==> config.mk <==
export PLATFORM = sky130hd
export DESIGN_NAME = ram_stream_reader_flat
export DESIGN_NICKNAME = d
export VERILOG_FILES = /design/src/rtl/ram_stream_reader_if.sv /design/src/rtl/ram_stream_reader.sv /design/src/flat_wrapper.sv
export SDC_FILE = /design/constraint.sdc
export NUM_CORES = 1
export LEC_CHECK = 0
export CORE_ASPECT_RATIO = 0.7
export CORE_UTILIZATION = 25
export DETAILED_ROUTE_END_ITERATION = 10
export GPL_ROUTABILITY_DRIVEN = 1
export RECOVER_POWER = 25
export SYNTH_ARGS = -nofsm -noshare
export SYNTH_HDL_FRONTEND = slang
export SYNTH_SLANG_ARGS = --single-unit
==> constraint.sdc <==
create_clock -name clk -period 9.05 [get_ports clk]
set_clock_uncertainty 0.1 [all_clocks]
set_input_delay 1.81 -clock clk [delete_from_list [all_inputs] [get_ports clk]]
set_output_delay 1.81 -clock clk [all_outputs]
set_load 0.02 [all_outputs]
==> src/rtl/ram_stream_reader_if.sv <==
// rtl/ram_stream_reader_if.sv - RAM user read port plus output stream bundle
//
// Signals:
//   oe, rd_addr   read strobe and address toward the RAM (reader drives)
//   rd_data       RAM read data, valid the cycle after oe (RAM side drives)
//   wr_active     host write to the RAM in this cycle (RAM side drives)
//   out_data, out_valid  stream toward user logic (reader drives)
//   out_ready     stream back-pressure (user logic drives)
// master = the reader, slave = the RAM and stream consumer.

interface ram_stream_reader_if #(
    parameter int B = 32,
    parameter int W = 10
);
    logic         oe;
    logic [W-1:0] rd_addr;
    logic [B-1:0] rd_data;
    logic         wr_active;
    logic [B-1:0] out_data;
    logic         out_valid;
    logic         out_ready;

    modport master (
        output oe, rd_addr, out_data, out_valid,
        input  rd_data, wr_active, out_ready
    );

    modport slave (
        input  oe, rd_addr, out_data, out_valid,
        output rd_data, wr_active, out_ready
    );
endinterface

==> src/rtl/ram_stream_reader.sv <==
// rtl/ram_stream_reader.sv - drains a block of RAM words onto a valid/ready stream
//
// Ports:
//   clk        single clock shared with the RAM
//   reset      asynchronous, active-high
//   start      one-cycle transfer request, honoured only in IDLE
//   base_addr  first word address, sampled with start
//   length     word count (0 legal), sampled with start
//   bus        RAM read port and output stream (ram_stream_reader_if.master)
//   busy       high while reads are issuing or draining
//   done       one-cycle completion pulse
//
// Reads are only issued when the 2-entry output FIFO is guaranteed room for
// the returning word, counting words already in flight and the word leaving
// this cycle. That credit check is what makes back-pressure lossless.

module ram_stream_reader #(
    parameter int B = 32,
    parameter int W = 10
) (
    input  logic                 clk,
    input  logic                 reset,
    input  logic                 start,
    input  logic [W-1:0]         base_addr,
    input  logic [W:0]           length,
    ram_stream_reader_if.master  bus,
    output logic                 busy,
    output logic                 done
);

    typedef enum logic [1:0] {
        S_IDLE,
        S_RUN,
        S_DRAIN,
        S_DONE
    } state_t;

    state_t       state;
    state_t       state_nxt;

    logic [W-1:0] ptr;
    logic [W:0]   remaining;
    logic         inflight;

    logic [B-1:0] fifo_mem [2];
    logic         head;
    logic         tail;
    logic [1:0]   fifo_count;

    logic         push;
    logic         pop;
    logic         issue;
    logic [2:0]   credit_used;

    assign bus.oe        = issue;
    assign bus.rd_addr   = ptr;
    assign bus.out_data  = fifo_mem[head];
    assign bus.out_valid = (fifo_count != 2'd0);

    always_comb begin
        push        = inflight;
        pop         = (fifo_count != 2'd0) && bus.out_ready;
        // Slots committed after this cycle: buffered + returning - leaving.
        credit_used = {1'b0, fifo_count} + {2'b00, inflight} - {2'b00, pop};
        issue       = (state == S_RUN) && (remaining != '0) &&
                      !bus.wr_active && (credit_used < 3'd2);
    end

    always_comb begin
        state_nxt = state;
        busy      = 1'b0;
        done      = 1'b0;
        case (state)
            S_IDLE: begin
                if (start) begin
                    state_nxt = (length == '0) ? S_DONE : S_RUN;
                end
            end
            S_RUN: begin
                busy = 1'b1;
                if (issue && (remaining == {{W{1'b0}}, 1'b1})) begin
                    state_nxt = S_DRAIN;
                end
            end
            S_DRAIN: begin
                busy = 1'b1;
                // Finish on the cycle the final word leaves, so done lands
                // exactly one cycle after the last stream transfer.
                if (!inflight &&
                    ((fifo_count == 2'd0) || ((fifo_count == 2'd1) && pop))) begin
                    state_nxt = S_DONE;
                end
            end
            S_DONE: begin
                done      = 1'b1;
                state_nxt = S_IDLE;
            end
            default: state_nxt = S_IDLE;
        endcase
    end

    always_ff @(posedge clk or posedge reset) begin
        if (reset) begin
            state <= S_IDLE;
        end else begin
            state <= state_nxt;
        end
    end

    always_ff @(posedge clk or posedge reset) begin
        if (reset) begin
            ptr         <= '0;
            remaining   <= '0;
            inflight    <= 1'b0;
            fifo_mem[0] <= '0;
            fifo_mem[1] <= '0;
            head        <= 1'b0;
            tail        <= 1'b0;
            fifo_count  <= 2'd0;
        end else begin
            inflight <= issue;

            if ((state == S_IDLE) && start) begin
                ptr       <= base_addr;
                remaining <= length;
            end else if (issue) begin
                ptr       <= ptr + 1'b1;
                remaining <= remaining - 1'b1;
            end

            if (push) begin
                fifo_mem[tail] <= bus.rd_data;
                tail           <= ~tail;
            end
            if (pop) begin
                head <= ~head;
            end

            case ({push, pop})
                2'b10:   fifo_count <= fifo_count + 2'd1;
                2'b01:   fifo_count <= fifo_count - 2'd1;
                default: fifo_count <= fifo_count;
            endcase
        end
    end

endmodule

==> src/flat_wrapper.sv <==
// flat-port wrapper written by rule: the top's interface ports become plain ports
module ram_stream_reader_flat 
#(
    parameter int B = 32,
    parameter int W = 10
)
  (clk, reset, start, base_addr, length, busy, done, bus_oe, bus_rd_addr, bus_out_data, bus_out_valid, bus_rd_data, bus_wr_active, bus_out_ready);
  ram_stream_reader_if #(.B(B), .W(W)) bus_i ();
  input  logic clk;
  input  logic reset;
  input  logic start;
  input  logic [W-1:0] base_addr;
  input  logic [W:0] length;
  output logic busy;
  output logic done;
  output wire logic [$bits(bus_i.oe)-1:0] bus_oe;
  output wire logic [$bits(bus_i.rd_addr)-1:0] bus_rd_addr;
  output wire logic [$bits(bus_i.out_data)-1:0] bus_out_data;
  output wire logic [$bits(bus_i.out_valid)-1:0] bus_out_valid;
  input wire logic [$bits(bus_i.rd_data)-1:0] bus_rd_data;
  input wire logic [$bits(bus_i.wr_active)-1:0] bus_wr_active;
  input wire logic [$bits(bus_i.out_ready)-1:0] bus_out_ready;
  assign bus_oe = bus_i.oe;
  assign bus_rd_addr = bus_i.rd_addr;
  assign bus_out_data = bus_i.out_data;
  assign bus_out_valid = bus_i.out_valid;
  assign bus_i.rd_data = bus_rd_data;
  assign bus_i.wr_active = bus_wr_active;
  assign bus_i.out_ready = bus_out_ready;
  ram_stream_reader #(.B(B), .W(W)) u_core (.clk(clk), .reset(reset), .start(start), .base_addr(base_addr), .length(length), .bus(bus_i), .busy(busy), .done(done));
endmodule
== Yosys cells after proc, flatten, opt, wreduce, memory -nomap -nowiden ==
Cells that the tools add are included.
Widths: inputs -> output; s select.

* Add/sub/neg operators: 6
* Multipliers: 0
* Divide/modulo/power cells: 0
* $lt $le $gt $ge: 4
* Equality and inequality tests: 10
* Shifts and indexed selects: 0
* Multiplexer cells: 18
* Bitwise logic cells: 4
* Reduce and logical (&&, ||, !) cells: 21

{| class="wikitable"
|+ Operators by type and width
! operator !! number
|-
| $mux 32 || 4
|-
| $bwmux 64 || 1
|-
| $demux 32 s1 || 1
|-
| $mux 11 || 2
|-
| $mux 10 || 2
|-
| $eq 11x1->1 const B || 1
|-
| $logic_not 11->1 || 1
|-
| $reduce_bool 11->1 || 1
|-
| $sub 11x1->11 const B || 1
|-
| $add 10x1->10 const B || 1
|-
| $logic_and 1x1->1 || 9
|-
| $mux 2 || 4
|-
| $pmux 2 s4 || 1
|-
| $eq 2x1->1 const B || 3
|-
| $eq 2x2->1 const B || 3
|-
| $reduce_bool 2->1 || 3
|-
| $ge 2x2->1 const B || 2
|-
| $logic_not 2->1 || 2
|-
| $ne 2x2->1 const B || 2
|-
| $not 1->2 || 2
|-
| $pmux 2 s2 || 1
|-
| $add 2x1->3 || 1
|-
| $lt 3x2->1 const B || 1
|-
| $reduce_and 3->1 || 1
|-
| other kinds (10) || 13
|}

* Flip-flop bits (word level): 92
* Latch bits: 0
* Memory bits (writable): 0
* Memory bits (read-only): 0
* Memories: 0

== Logic depth before layout (Yosys ltp) ==
* Depth after elaboration: 8
* Mapped depth: 12
* Gate-level depth less buffers: 11

== Worst setup path before layout ==
No wires, ideal clock.

* Path type: input to output
* From: in bus_out_ready
* To: out bus_oe
* Arrival time: 3.656 ns
* Required time: 7.140 ns
* Slack: 3.484 ns
* Cell stages on the path: 8
* Cells stage by stage: nand2_1 > xnor2_1 > nand2_1 > fa_1 > and3b_1 > nand2_1 > clkbuf_1 > nor2_1

* Longest elaborated chain between the ends: 4

{| class="wikitable"
|+ RTL lines
! item !! RTL line !! text
|-
| start: declaration || flat_wrapper.sv:22 || <nowiki>input wire logic [$bits(bus_i.out_ready)-1:0] bus_out_ready;</nowiki>
|-
| $logic_and 1x1->1 || ram_stream_reader.sv:62 || <nowiki>pop = (fifo_count != 2'd0) && bus.out_ready;</nowiki>
|-
| $sub 3x1->3 || ram_stream_reader.sv:64 || <nowiki>credit_used = {1'b0, fifo_count} + {2'b00, inflight} - {2'b00, pop};</nowiki>
|-
| $lt 3x2->1 || ram_stream_reader.sv:66 || <nowiki>!bus.wr_active && (credit_used < 3'd2);</nowiki>
|-
| $logic_and 1x1->1 || ram_stream_reader.sv:66 ||
|-
| end: declaration || flat_wrapper.sv:16 || <nowiki>output wire logic [$bits(bus_i.oe)-1:0] bus_oe;</nowiki>
|}

Every way passes these cells.

== Final worst setup path ==
Same ends and word-level chain as after synthesis.

==> impl_metrics.yaml <==
timing:
  fin_ws_ps: 2240
  setup-tns-final_ps: 0
  grt_setup_unrepaired: "false"
  fmax_mhz: 147
  drv_slew: 0
  fin_crit_sh: 0.752
  period_needed_ps: 6810
  setup_viol: 0
  slew_headroom: 0.0586
  hold_viol_final: 0
  tightest_slew_ps: 1400
placement:
  place.gp.congestion: 0.828
  port_buffers: 103
  dpl_worst_slack_ps: 2280
  dpl.hpwl_um: 8120
clock_tree:
  cts_hold_buffers: 0
  ctsResizeCount: 0
  clk_latency_ps: 340
  postCtsSetupRepairBufs: 0
  cts.clk_slew.worst_paths_ps: 70
  cts_tree: "done"
  cts_root_buf: "clkbuf_16"
  numCtsBuffers: 9
  cts_sinks: 92
  cts_buffer_depth: 2
  cts_htree_levels: 3
die:
  die_y_um: 116
  num_rows: 41
  core_um2: 18000
  ios: 104
  die_x_um: 164
  dieArea_um2: 19000
  initial_core_util: 0.256
global_routing:
  grt-ovfl-total: 0
  grt_use_total: 0.126
  grt_pass1_vias: 3517
  grt_antenna_before_repair: 1
  grt_pass1_wl_um: 18300
  grt_start_max_net_pins: 65
power:
  ir_worst_vdd_mv: 0.196
  p_sw_mw: 0.783
  power_density_nw_per_um2: 353
  power_frac_clock: 0.191
  p_int_mw: 1.42
  pwr-share-comb: 0.479
  p_seq_frac: 0.330
  swShare: 0.355
  power_leakage_nw: 2.50
yosys:
  yosysWarnings: 0
  ys_types: 41
  synthFlopType: "dfrtp_1"
  synth_seq_cells: 92
  synthArstFlopShare: 1.00
  avgSynthCellArea_um2: 11.9
  syn_area_um2: 4610
  syn_inst: 386
  synth-edff-count: 0
  synth_seq_area_share: 0.500
  syn-num-nets: 456
critical_path:
  crit_type: "primary input to primary output"
  cp-start-kind: "primary input"
  slowest_delay_ps: 630
  cp_max_fo: 14
  crit_slowest_cell: "clkdlybuf4s50_1"
  required_ps: 7140
  crit_path_cell_trace: "clkdlybuf4s50_1 > nand2_1 > xnor2_1 > nand2_1 > fa_1 > xnor2_1 > nand2_1 > nor2_1 > clkdlybuf4s50_1"
  cpMostUsedCell: "nand2_1"
  critPathCaptureType: "primary output"
  arrival_ps: 4900
job:
  max-cap-violations: 0
cells_and_area:
  area_growth_pct: 35.4
  multi_input_area_um2: 2190
  fill_cells: 1771
  drive_gt1_frac: 0.264
  layout.nets: 554
  ff_latch_area_um2: 2300
route:
  route.detailed.wl_per_inst_um: 16.1
  drtAntennaViolNets: 0
  dr.first_iter.drc_count: 108
  vias: 3424
  vias_per_cell: 4.72
  drt_wl_total_um: 11700
  dr.pass1.iters: 5
  drc: 0
worst_hold_path:
  min_path_type: "register to register"
outcome:
  outcome: "completed"
## synth_stat cells, drive strengths merged, types with 2 or more instances
library cell / count / area (um^2)
a31oi: 20 / 125
nand4b: 3 / 26.3
nor4: 5 / 31.3
or3: 6 / 42.5
inv: 13 / 48.8
ha: 11 / 138
nand3: 8 / 40.0
o21ai: 10 / 50.1
buf: 8 / 32.5
dfrtp: 92 / 2300
nand2: 8 / 30.0
nand3b: 2 / 15.0
xnor2: 4 / 35.0
a31o: 3 / 26.3
o41ai: 3 / 26.3
nand4: 7 / 43.8
or4: 9 / 70.1
or4b: 2 / 20.0
a21oi: 3 / 15.0
nor3: 5 / 25.0
xor2: 2 / 17.5
nand2b: 2 / 12.5
clkbuf: 12 / 46.3
o31ai: 10 / 75.1
mux2: 97 / 1090
nor2: 30 / 113
## logic make-up (layout without fill, tap and decap cells)
| group | count (synthesis) | in the layout | share of synthesized area |
|---|---|---|---|
| other cells | 0 | 1 | 0 |
| flops | 92 | 92 | 0.500 |
| xor+xnor | 6 | 6 | 0.0114 |
| simple gates | 93 | 93 | 0.112 |
| buf+inv | 33 | 135 | 0.0277 |
| fa+ha+maj | 12 | 12 | 0.0342 |
| compound gates | 52 | 52 | 0.0753 |
| mux | 98 | 98 | 0.239 |
## per-layer routing
layer / global-route usage / vias up / routed length [um]
li1: - / 1630 / -
met2: 0.190 / 73 / 5300
met4: 0.0407 / 0 / 110
met3: 0.0379 / 8 / 620
met1: 0.172 / 1713 / 5640
met5: 0 / - / 0
## sequential cells by signal, indices dropped and copies added (netlist names)
| name | count |
|---|---|
| u_core.fifo_mem | 64 |
| u_core.remaining | 11 |
| u_core.bus.rd_addr | 10 |
| u_core.fifo_count | 2 |
| u_core.state | 2 |
| u_core.head | 1 |
| u_core.inflight | 1 |
| u_core.tail | 1 |
## through the flow
stage	cells	hold WS (ps)	power (mW)	cell area [um^2]	util
floorplan	386	363	1.39	4610	-
global placement	709	368	1.76	5900	0.328
detailed placement	709	370	1.80	5900	0.328
CTS	724	380	2.24	6230	0.346
global route	725	403	2.34	6240	0.346
finish	725	371	2.20	6240	0.346
## critical path, delay by kind of cell
| family | cells | cell delay, ps |
|---|---|---|
| and+or+nand+nor | 4 | 850 |
| buffers and inverters | 2 | 1110 |
| adders and majority gates | 1 | 420 |
| xor gates and xnor gates | 2 | 700 |
## power by group through the flow
| stage | registers [mW] | logic [mW] | clock network [mW] |
|---|---|---|---|
| 3_3_place_gp | 0.716 | 1.04 | 0 |
| 6_report | 0.728 | 1.06 | 0.420 |
| 5_1_grt | 0.754 | 1.14 | 0.451 |
| 2_1_floorplan | 0.703 | 0.685 | 0 |
| 3_5_place_dp | 0.734 | 1.07 | 0 |
| 4_1_cts | 0.728 | 1.07 | 0.436 |
## cell usage in the layout (no fill, tap or decap), types with 4 or more instances in the layout
| master | netlist | routed |
|---|---|---|
| a31oi_1 | 20 | 20 |
| or4_1 | 7 | 7 |
| dfrtp_1 | 92 | 92 |
| o31ai_1 | 10 | 10 |
| buf_4 | 0 | 4 |
| inv_1 | 13 | 12 |
| nand3_1 | 8 | 8 |
| nor3_1 | 5 | 5 |
| clkbuf_16 | 0 | 9 |
| nor2_1 | 30 | 30 |
| clkdlybuf4s50_1 | 0 | 75 |
| nand2_1 | 8 | 8 |
| o21ai_0 | 10 | 10 |
| dlygate4sd3_1 | 0 | 28 |
| xnor2_1 | 4 | 4 |
| mux2_2 | 97 | 97 |
| nand4_1 | 7 | 7 |
| nor4_1 | 5 | 4 |
| or3_1 | 5 | 5 |
| ha_1 | 11 | 11 |
## cell type report
cell class	instances	share of cell area
Antenna cell	1	0.000401
Clock buffer	12	0.0427
Clock inverter	3	0.0110
Inverter	13	0.00803
Multi-Input combinational cell	261	0.351
Sequential cell	92	0.369
Tap cell	236	0.0474
Timing Repair Buffer	107	0.170
## path summary, 6_finish.rpt
check / from / endpoint / slack, ps / depth (start not counted)
hold reg to reg: u_core.head / u_core.head / 370 / 1
min in group asynchronous: reset / u_core.bus.rd_addr[2] / 2130 / 2
setup / recovery: bus_out_ready / bus_oe / 2240 / 9
hold / removal: u_core.head / u_core.head / 370 / 1
max in group asynchronous: reset / u_core.fifo_mem[31] / 5260 / 3
setup reg to reg: u_core.fifo_count[1] / u_core.remaining[5] / 5390 / 11
Note: power is estimated with default switching activity, not from simulation.
